<file path="src/rtl/fetch_unit.sv">
// Single-outstanding instruction fetch front end: REQ -> WAIT -> HOLD handshake
// between instruction memory and decode, with branch redirect and response discard.
module fetch_unit #(
  parameter logic [63:0] RESET_PC = 64'h0
) (
  input  logic        clk,
  input  logic        rst_n,
  output logic        imem_req_valid,
  input  logic        imem_req_ready,
  output logic [63:0] imem_addr,
  input  logic        imem_rsp_valid,
  input  logic [31:0] imem_rsp_data,
  output logic        inst_valid,
  input  logic        inst_ready,
  output logic [31:0] inst,
  output logic [63:0] inst_pc,
  output logic [6:0]  opcode,
  output logic [2:0]  funct3,
  output logic [6:0]  funct7,
  input  logic        branch_taken,
  input  logic [63:0] branch_target,
  output logic [31:0] fetch_count
);

  typedef enum logic [1:0] {
    IDLE = 2'd0,
    REQ  = 2'd1,
    WAIT = 2'd2,
    HOLD = 2'd3
  } state_t;

  localparam logic [31:0] NOP        = 32'h0000_0013;
  localparam logic [63:0] RESET_PC_A = {RESET_PC[63:2], 2'b00};

  state_t      state;
  logic [63:0] pc;
  logic        discard;
  logic [63:0] redirect_pc;
  logic        unused_tgt_bits;

  assign redirect_pc     = {branch_target[63:2], 2'b00};
  assign unused_tgt_bits = ^branch_target[1:0];

  assign imem_addr = pc;
  assign opcode    = inst[6:0];
  assign funct3    = inst[14:12];
  assign funct7    = inst[31:25];

  always_ff @(posedge clk or negedge rst_n) begin
    if (!rst_n) begin
      state          <= IDLE;
      pc             <= RESET_PC_A;
      discard        <= 1'b0;
      inst           <= NOP;
      inst_pc        <= 64'h0;
      fetch_count    <= 32'h0;
      imem_req_valid <= 1'b0;
      inst_valid     <= 1'b0;
    end else begin
      case (state)
        IDLE: begin
          state          <= REQ;
          imem_req_valid <= 1'b1;
        end

        REQ: begin
          // A request accepted in the same cycle as a redirect still occupies
          // memory, so its response must be waited for and then dropped.
          if (branch_taken) begin
            pc <= redirect_pc;
            if (imem_req_ready) begin
              state          <= WAIT;
              discard        <= 1'b1;
              imem_req_valid <= 1'b0;
            end
          end else if (imem_req_ready) begin
            state          <= WAIT;
            imem_req_valid <= 1'b0;
          end
        end

        WAIT: begin
          if (branch_taken) pc <= redirect_pc;
          if (imem_rsp_valid) begin
            if (branch_taken || discard) begin
              state          <= REQ;
              discard        <= 1'b0;
              imem_req_valid <= 1'b1;
            end else begin
              inst       <= imem_rsp_data;
              inst_pc    <= pc;
              pc         <= pc + 64'd4;
              state      <= HOLD;
              inst_valid <= 1'b1;
            end
          end else if (branch_taken) begin
            discard <= 1'b1;
          end
        end

        HOLD: begin
          // Redirect wins over a same-cycle consume: the held word is flushed.
          if (branch_taken) begin
            pc             <= redirect_pc;
            inst           <= NOP;
            inst_pc        <= 64'h0;
            state          <= REQ;
            inst_valid     <= 1'b0;
            imem_req_valid <= 1'b1;
          end else if (inst_ready) begin
            fetch_count    <= fetch_count + 32'd1;
            inst           <= NOP;
            inst_pc        <= 64'h0;
            state          <= REQ;
            inst_valid     <= 1'b0;
            imem_req_valid <= 1'b1;
          end
        end

        default: begin
          state          <= IDLE;
          imem_req_valid <= 1'b0;
          inst_valid     <= 1'b0;
        end
      endcase
    end
  end

endmodule
</file>
<file path="config.mk">
export PLATFORM = sky130hd
export DESIGN_NAME = fetch_unit
export DESIGN_NICKNAME = d
export VERILOG_FILES = /design/src/rtl/fetch_unit.sv
export SDC_FILE = /design/constraint.sdc
export NUM_CORES = 1
export LEC_CHECK = 0
export CORE_MARGIN = 8
export CORE_UTILIZATION = 51
export CTS_CLUSTER_SIZE = 20
export DETAILED_ROUTE_END_ITERATION = 16
export PLACE_DENSITY = 0.9
export REMOVE_ABC_BUFFERS = 1
export SLEW_MARGIN = 5
export SYNTH_ARGS = -nofsm -noshare
export SYNTH_HDL_FRONTEND = slang
export SYNTH_SLANG_ARGS = --single-unit
export TNS_END_PERCENT = 20
</file>
<file path="constraint.sdc">
create_clock -name clk -period 6.9 [get_ports clk]
set_input_delay 1.035 -clock clk [delete_from_list [all_inputs] [get_ports clk]]
set_output_delay 1.035 -clock clk [all_outputs]
set_load 0.02 [all_outputs]
</file>
==> results_dict.tcl, run 1 <==
set metrics [dict create \
    postCtsSetupBuffers 0 \
    synthArstFlopShare 1.00 \
    die_w_microns 157 \
    synth-main-ff-cell "dfrtp_1" \
    period_needed_ns 3.59 \
    htree_levels 4 \
    drcViolationCount 0 \
    cts_root_buffer "clkbuf_16" \
    fin_nets 1488 \
    rows 51 \
    multi_input_area_sq_um 4720 \
    outcome "complete, no violations" \
    seq_area_frac_synth 0.488 \
    synth_top_area_share 0.480 \
    ant_nets 0 \
    cts_buffer_depth 2 \
    synth_warnings 0 \
    drv_cap 0 \
    fin_cells 1661 \
    cp-end-kind "flop" \
    synthTopCellsByArea "dfrtp_1, nand2_1, o21ai_0" \
    netlist_instances 1125 \
    hold_buffers 0 \
    rsz0062_at_grt "no" \
    first_iter_violations 1149 \
    syn_area_per_cell_sq_um 8.99 \
    antenna_found_initial 4 \
    drive_gt1_frac 0.0524 \
    port_buffers 310 \
    whs_ns 0.480 \
    drt_wl_total_microns 35100 \
    hpwl_microns 24900 \
    clock_skew_ns 0.0130 \
    vias 9929 \
    vdd_drop_max_mv 0.256 \
    ios 313 \
    die-area_sq_um 24600 \
    synth-edff-count 0 \
    reg2reg_from "imem_addr[2]$_DFFE_PN0P_" \
    routabilityCongestion 0.886 \
    grt_pass1_vias 9637 \
    wl_per_cell_microns 21.1 \
    placed_cells 1625 \
    vias_per_cell 5.98 \
    tightest_slew_ns 1.24 \
    maxSlewHeadroom 0.163 \
    hold_viol_final 0 \
    setup_viol 0 \
    clk_pin_slew_ns 0.08 \
    synth.distinct_cells 74 \
    start_kind "input pin" \
    drv_slew 0 \
    fillers 1495 \
    cts_resized 0 \
    cts_buffers 17 \
    synth_top_area_cell "dfrtp_1" \
    finalSetupTns_ns 0 \
    cts.sinks 197 \
    track_usage 0.281 \
    cp.arrival_ns 3.95 \
    hp-start "inst[18]$_DFFE_PN0P_" \
    power_w 0.00610 \
    p_leak_nw 5.74 \
    grt_pass1_wl_microns 54200 \
    cts_tree "built" \
    grt_overflow 0 \
    fin_crit_sh 0.520 \
    startpoint "branch_taken" \
    critPathKind "input pin to flop" \
    ys_ff_latch 197 \
    register_area_sq_um 4930 \
    power.density_nw_per_um2 439 \
    crit_fanout 33 \
    die_y_microns 157 \
    syn_area_sq_um 10100 \
    clock_latency_ns 0.44 \
    initial_utilization 0.519 \
    required_ns 7.26 \
    dr.pass1.iters 6 \
    coreArea_sq_um 19500 \
    min_path_type "flop to flop" \
    grt_max_degree 104 \
    timing.fmax_mhz 278 \
    syn_to_final_growth_pct 37.5 \
]
-- power by group --
group	total, W	internal (W)	switching, W
registers	0.00215	0.00160	0.000551
logic	0.00293	0.00127	0.00165
clock network	0.00102	0.000521	0.000500
-- cells in the final DEF, fill, tap and decap left out, types with 7 or more instances in the layout --
cell,Yosys,layout
o31ai_1,21,21
o21ai_0,115,114
a22oi_1,23,23
and3_1,16,16
and4_1,7,7
nor2_1,62,61
o211ai_1,7,7
a21oi_1,26,25
buf_4,17,13
nand3_1,52,52
nand2b_1,78,78
o21a_1,8,8
o22ai_1,15,15
or3_1,8,8
and2_1,7,7
dfrtp_1,194,194
nor3_1,34,34
clkdlybuf4s50_1,0,309
nor4_1,15,15
xnor2_1,21,21
inv_1,23,23
xor2_1,10,10
nand2_1,156,156
nand4_1,46,46
clkbuf_16,0,17
or4_1,8,8
-- Yosys cell counts (10+ instances only) --
library cell	number
o22ai_1	15
nand3_1	52
xnor2_1	21
inv_1	23
clkbuf_1	63
nand4_1	46
o21ai_0	115
nor3_1	34
buf_4	17
nor2_1	62
xor2_1	10
a21oi_1	26
nand2_1	156
nor4_1	15
nand2b_1	78
a22oi_1	23
dfrtp_1	194
o31ai_1	21
and3_1	16
-- state kept, by name, indices dropped and copies added (netlist names) --
signal	cells
inst	32
fetch_count	32
inst_pc	64
imem_req_valid	1
inst_valid	1
imem_addr	64
state	2
discard	1
-- worst max-delay path, stage by stage --
cell and delay (ns):
clkdlybuf4s50_1 0.45, buf_4 0.36, clkinv_1 0.73, nor2_2 0.61, buf_4 0.38, nor2_1 0.07, o21a_1 0.11, nor3_1 0.17
-- layout make-up --
cell class / count / share of cell area
inverter: 24 / 0.00648
clock inverter: 15 / 0.0129
tap: 265 / 0.0239
timing repair buffer: 323 / 0.231
multi-input combinational: 816 / 0.340
clock buffer: 17 / 0.0306
sequential: 197 / 0.355
antenna: 4 / 0.000720
-- per-layer routing --
| layer | track usage | up-vias | routed length [microns] |
|---|---|---|---|
| met1 | 0.345 | 4740 | 13400 |
| met3 | 0.0703 | 103 | 3390 |
| met2 | 0.460 | 551 | 16900 |
| met5 | 0 | - | 0 |
| li1 | - | 4535 | - |
| met4 | 0.128 | 0 | 1360 |
-- through the flow --
step                setup slack (ns)  utilization  cell area [sq um]
global placement                2.95        0.682              13300
detailed placement              2.92        0.682              13300
CTS                             3.37        0.713              13900
floorplan                      -4.62            -               9710
global route                    3.16        0.714              13900
finish                          3.31        0.714              13900
-- cells by family after synthesis --
group / synth area share
buffers and inverters: 0.0483
adder cells (fa/ha/maj): 0.00866
multiplexers: 0.00606
XOR/XNOR: 0.0269
flip-flops: 0.488
AND/OR/NAND/NOR: 0.267
AO/OA/AOI/OAI: 0.155
-- path summary, 6_finish.rpt --
check	end	slack [ns]	depth (start not counted)
setup / recovery	imem_addr[44]$_DFFE_PN0P_	3.31	8
hold reg to reg	inst[18]$_DFFE_PN0P_	0.48	2
hold / removal	inst[18]$_DFFE_PN0P_	0.48	2
min in group asynchronous	fetch_count[30]$_DFFE_PN0P_	0.67	1
setup reg to reg	imem_addr[46]$_DFFE_PN0P_	3.35	6
max in group asynchronous	imem_addr[13]$_DFFE_PN0P_	4.94	2
Note: power is estimated with default switching activity, not from simulation.
==> run 2: changes to the inputs <==
--- a/config.mk
+++ b/config.mk
@@ -6,10 +6,10 @@
 export NUM_CORES = 1
 export LEC_CHECK = 0
 export CORE_MARGIN = 8
-export CORE_UTILIZATION = 51
+export CORE_UTILIZATION = 43
 export CTS_CLUSTER_SIZE = 20
 export DETAILED_ROUTE_END_ITERATION = 16
-export PLACE_DENSITY = 0.9
+export PLACE_DENSITY = 0.82
 export REMOVE_ABC_BUFFERS = 1
 export SLEW_MARGIN = 5
 export SYNTH_ARGS = -nofsm -noshare
==> constraint.sdc (replaced) <==
create_clock -name clk -period 3.1 [get_ports clk]
set_input_delay 0.465 -clock clk [delete_from_list [all_inputs] [get_ports clk]]
set_output_delay 0.465 -clock clk [all_outputs]
set_load 0.02 [all_outputs]
==> run 2 against run 1 <==
Compared with the run above: via count is 0.93% higher; critical path depth is 1 lower; die area is 17% higher; sequential share of layout area is 1.2 points lower; first-iteration DRC count is 2.6% lower; worst setup slack worse by 3.0 ns; final area is 3.4% higher; sequential power is 110% higher; wire length is 2.3% higher; cell count is 5.6% higher; utilization is 9.6 points lower; clock power is 130% higher; critical path type is now flop to flop; critical endpoint is now imem_addr[46]$_DFFE_PN0P_; largest power group unchanged; highest routed layer is now met5.
==> results_dict.tcl, run 2 (synthesis gave the netlist of run 1 again) <==
set metrics [dict create \
    cts_buffers 17 \
    period_needed_ns 2.75 \
    path_cells "inv_1, ha_1, or3b_2, nor2_2, nand2_1, or4_2, nand3_1" \
    dr.pass1.iters 5 \
    crit_buf_inv 1 \
    track_usage 0.250 \
    swShare 0.437 \
    syn_to_final_growth_pct 42.1 \
    fin_nets 1530 \
    drive_gt1_frac 0.0802 \
    p_leak_nw 5.99 \
    reg2reg_from "state[1]$_DFFE_PN0P_" \
    most-common-layout-cells "clkdlybuf4s50_1, dfrtp_1, nand2_1" \
    die_y_microns 169 \
    grt_pass1_wl_microns 56900 \
    initial_utilization 0.435 \
    multi_input_area_sq_um 4720 \
    die_w_microns 169 \
    vias 10000 \
    hpwl_microns 26100 \
    rr_worst_depth 7 \
    cts_tree "built" \
    worst-r2r-setup-slack_ns 0.35 \
    drcViolationCount 0 \
    rows 56 \
    p_clk_frac 0.171 \
    hold_buffers 0 \
    setup_viol 0 \
    vias_per_cell 5.71 \
    min_path_type "input pin to asynchronous set/reset pin" \
    cts_buffer_depth 2 \
    place_ws_ns 0.192 \
    port_buffers 310 \
    drv_slew 0 \
    timing.fmax_mhz 363 \
    start_kind "flop" \
    grt_max_degree 77 \
    tightest_slew_ns 0.925 \
    wl_per_cell_microns 20.5 \
    setup_ws_ns 0.348 \
    fin_crit_sh 0.888 \
    power_w 0.0140 \
    routabilityCongestion 0.908 \
    fillers 1925 \
    register_area_sq_um 4930 \
    drt_wl_total_microns 35900 \
    htree_levels 4 \
    final_common_cell "clkdlybuf4s50_1" \
    crit_family "simple AND/OR/NAND/NOR gates" \
    startpoint "state[1]$_DFFE_PN0P_" \
    crit_fanout 10 \
    cts_root_buffer "clkbuf_16" \
    outcome "complete, no violations" \
    r2r-end "imem_addr[46]$_DFFE_PN0P_" \
    first_iter_violations 1119 \
    cp-end-kind "flop" \
    seq_power_share 0.330 \
    coreArea_sq_um 23300 \
    crit_slowest_cell "or4_2" \
    cp-endpoint "imem_addr[46]$_DFFE_PN0P_" \
    worst-path-stages 7 \
    cts.sinks 197 \
    combPwrFrac 0.499 \
    clk_pin_slew_ns 0.08 \
    internal-power_w 0.00787 \
    postCtsSetupBuffers 0 \
    power.density_nw_per_um2 972 \
    grt_pass1_vias 9946 \
    critPathKind "flop to flop" \
    hold_viol_final 0 \
    cts_resized 0 \
    finalSetupTns_ns 0 \
    die-area_sq_um 28700 \
    clock_latency_ns 0.44 \
    cp.arrival_ns 3.14 \
    drv_cap 0 \
    switching_power_w 0.00610 \
    ios 313 \
    slowest_delay_ns 0.62 \
    ant_nets 0 \
    required_ns 3.48 \
    rsz0062_at_grt "no" \
    clock_skew_ns 0.0166 \
    maxSlewHeadroom 0.383 \
    antenna_found_initial 3 \
    grt_overflow 0 \
    vdd_drop_max_mv 0.559 \
]
-- run 2: worst min path at each step --
stage / endpoint / slack [ns]
after floorplan: discard$_DFFE_PN0P_ / 0.17
after global placement: fetch_count[31]$_DFFE_PN0P_ / 0.46
after detailed placement: fetch_count[31]$_DFFE_PN0P_ / 0.46
after CTS: fetch_count[31]$_DFFE_PN0P_ / 0.06
after global routing: fetch_count[20]$_DFFE_PN0P_ / 0.08
final: fetch_count[31]$_DFFE_PN0P_ / 0.03
-- run 2: final cells by class --
class | count | area share
sequential | 197 | 0.343
tap | 319 | 0.0278
timing repair buffer | 365 | 0.249
antenna | 1 | 0.000174
multi-input combinational | 816 | 0.329
clock inverter | 15 | 0.0148
inverter | 24 | 0.00627
clock buffer | 17 | 0.0296
-- run 2: power groups by stage --
stage	Sequential (W)	Combinational, W	Clock, W
after global placement	0.00457	0.00684	0
after global routing	0.00476	0.00751	0.00254
final	0.00460	0.00697	0.00239
after detailed placement	0.00463	0.00697	0
after CTS	0.00458	0.00701	0.00242
after floorplan	0.00584	0.00210	0
-- run 2: metal layers --
metal | track usage | share of wire
met1 | 0.316 | 0.41
met2 | 0.399 | 0.46
met3 | 0.0698 | 0.097
met4 | 0.101 | 0.033
met5 | 0 | 0.00064
-- run 2: stage by stage --
stage | area, sq um | utilization | hold WS [ns] | std cells
4_1_cts | 14400 | 0.618 | 0.0644 | 1753
3_5_place_dp | 13700 | 0.590 | 0.457 | 1721
2_1_floorplan | 9710 | - | 0.169 | 1037
6_report | 14400 | 0.618 | 0.0304 | 1754
3_3_place_gp | 13700 | 0.590 | 0.458 | 1721
5_1_grt | 14400 | 0.618 | 0.0791 | 1754
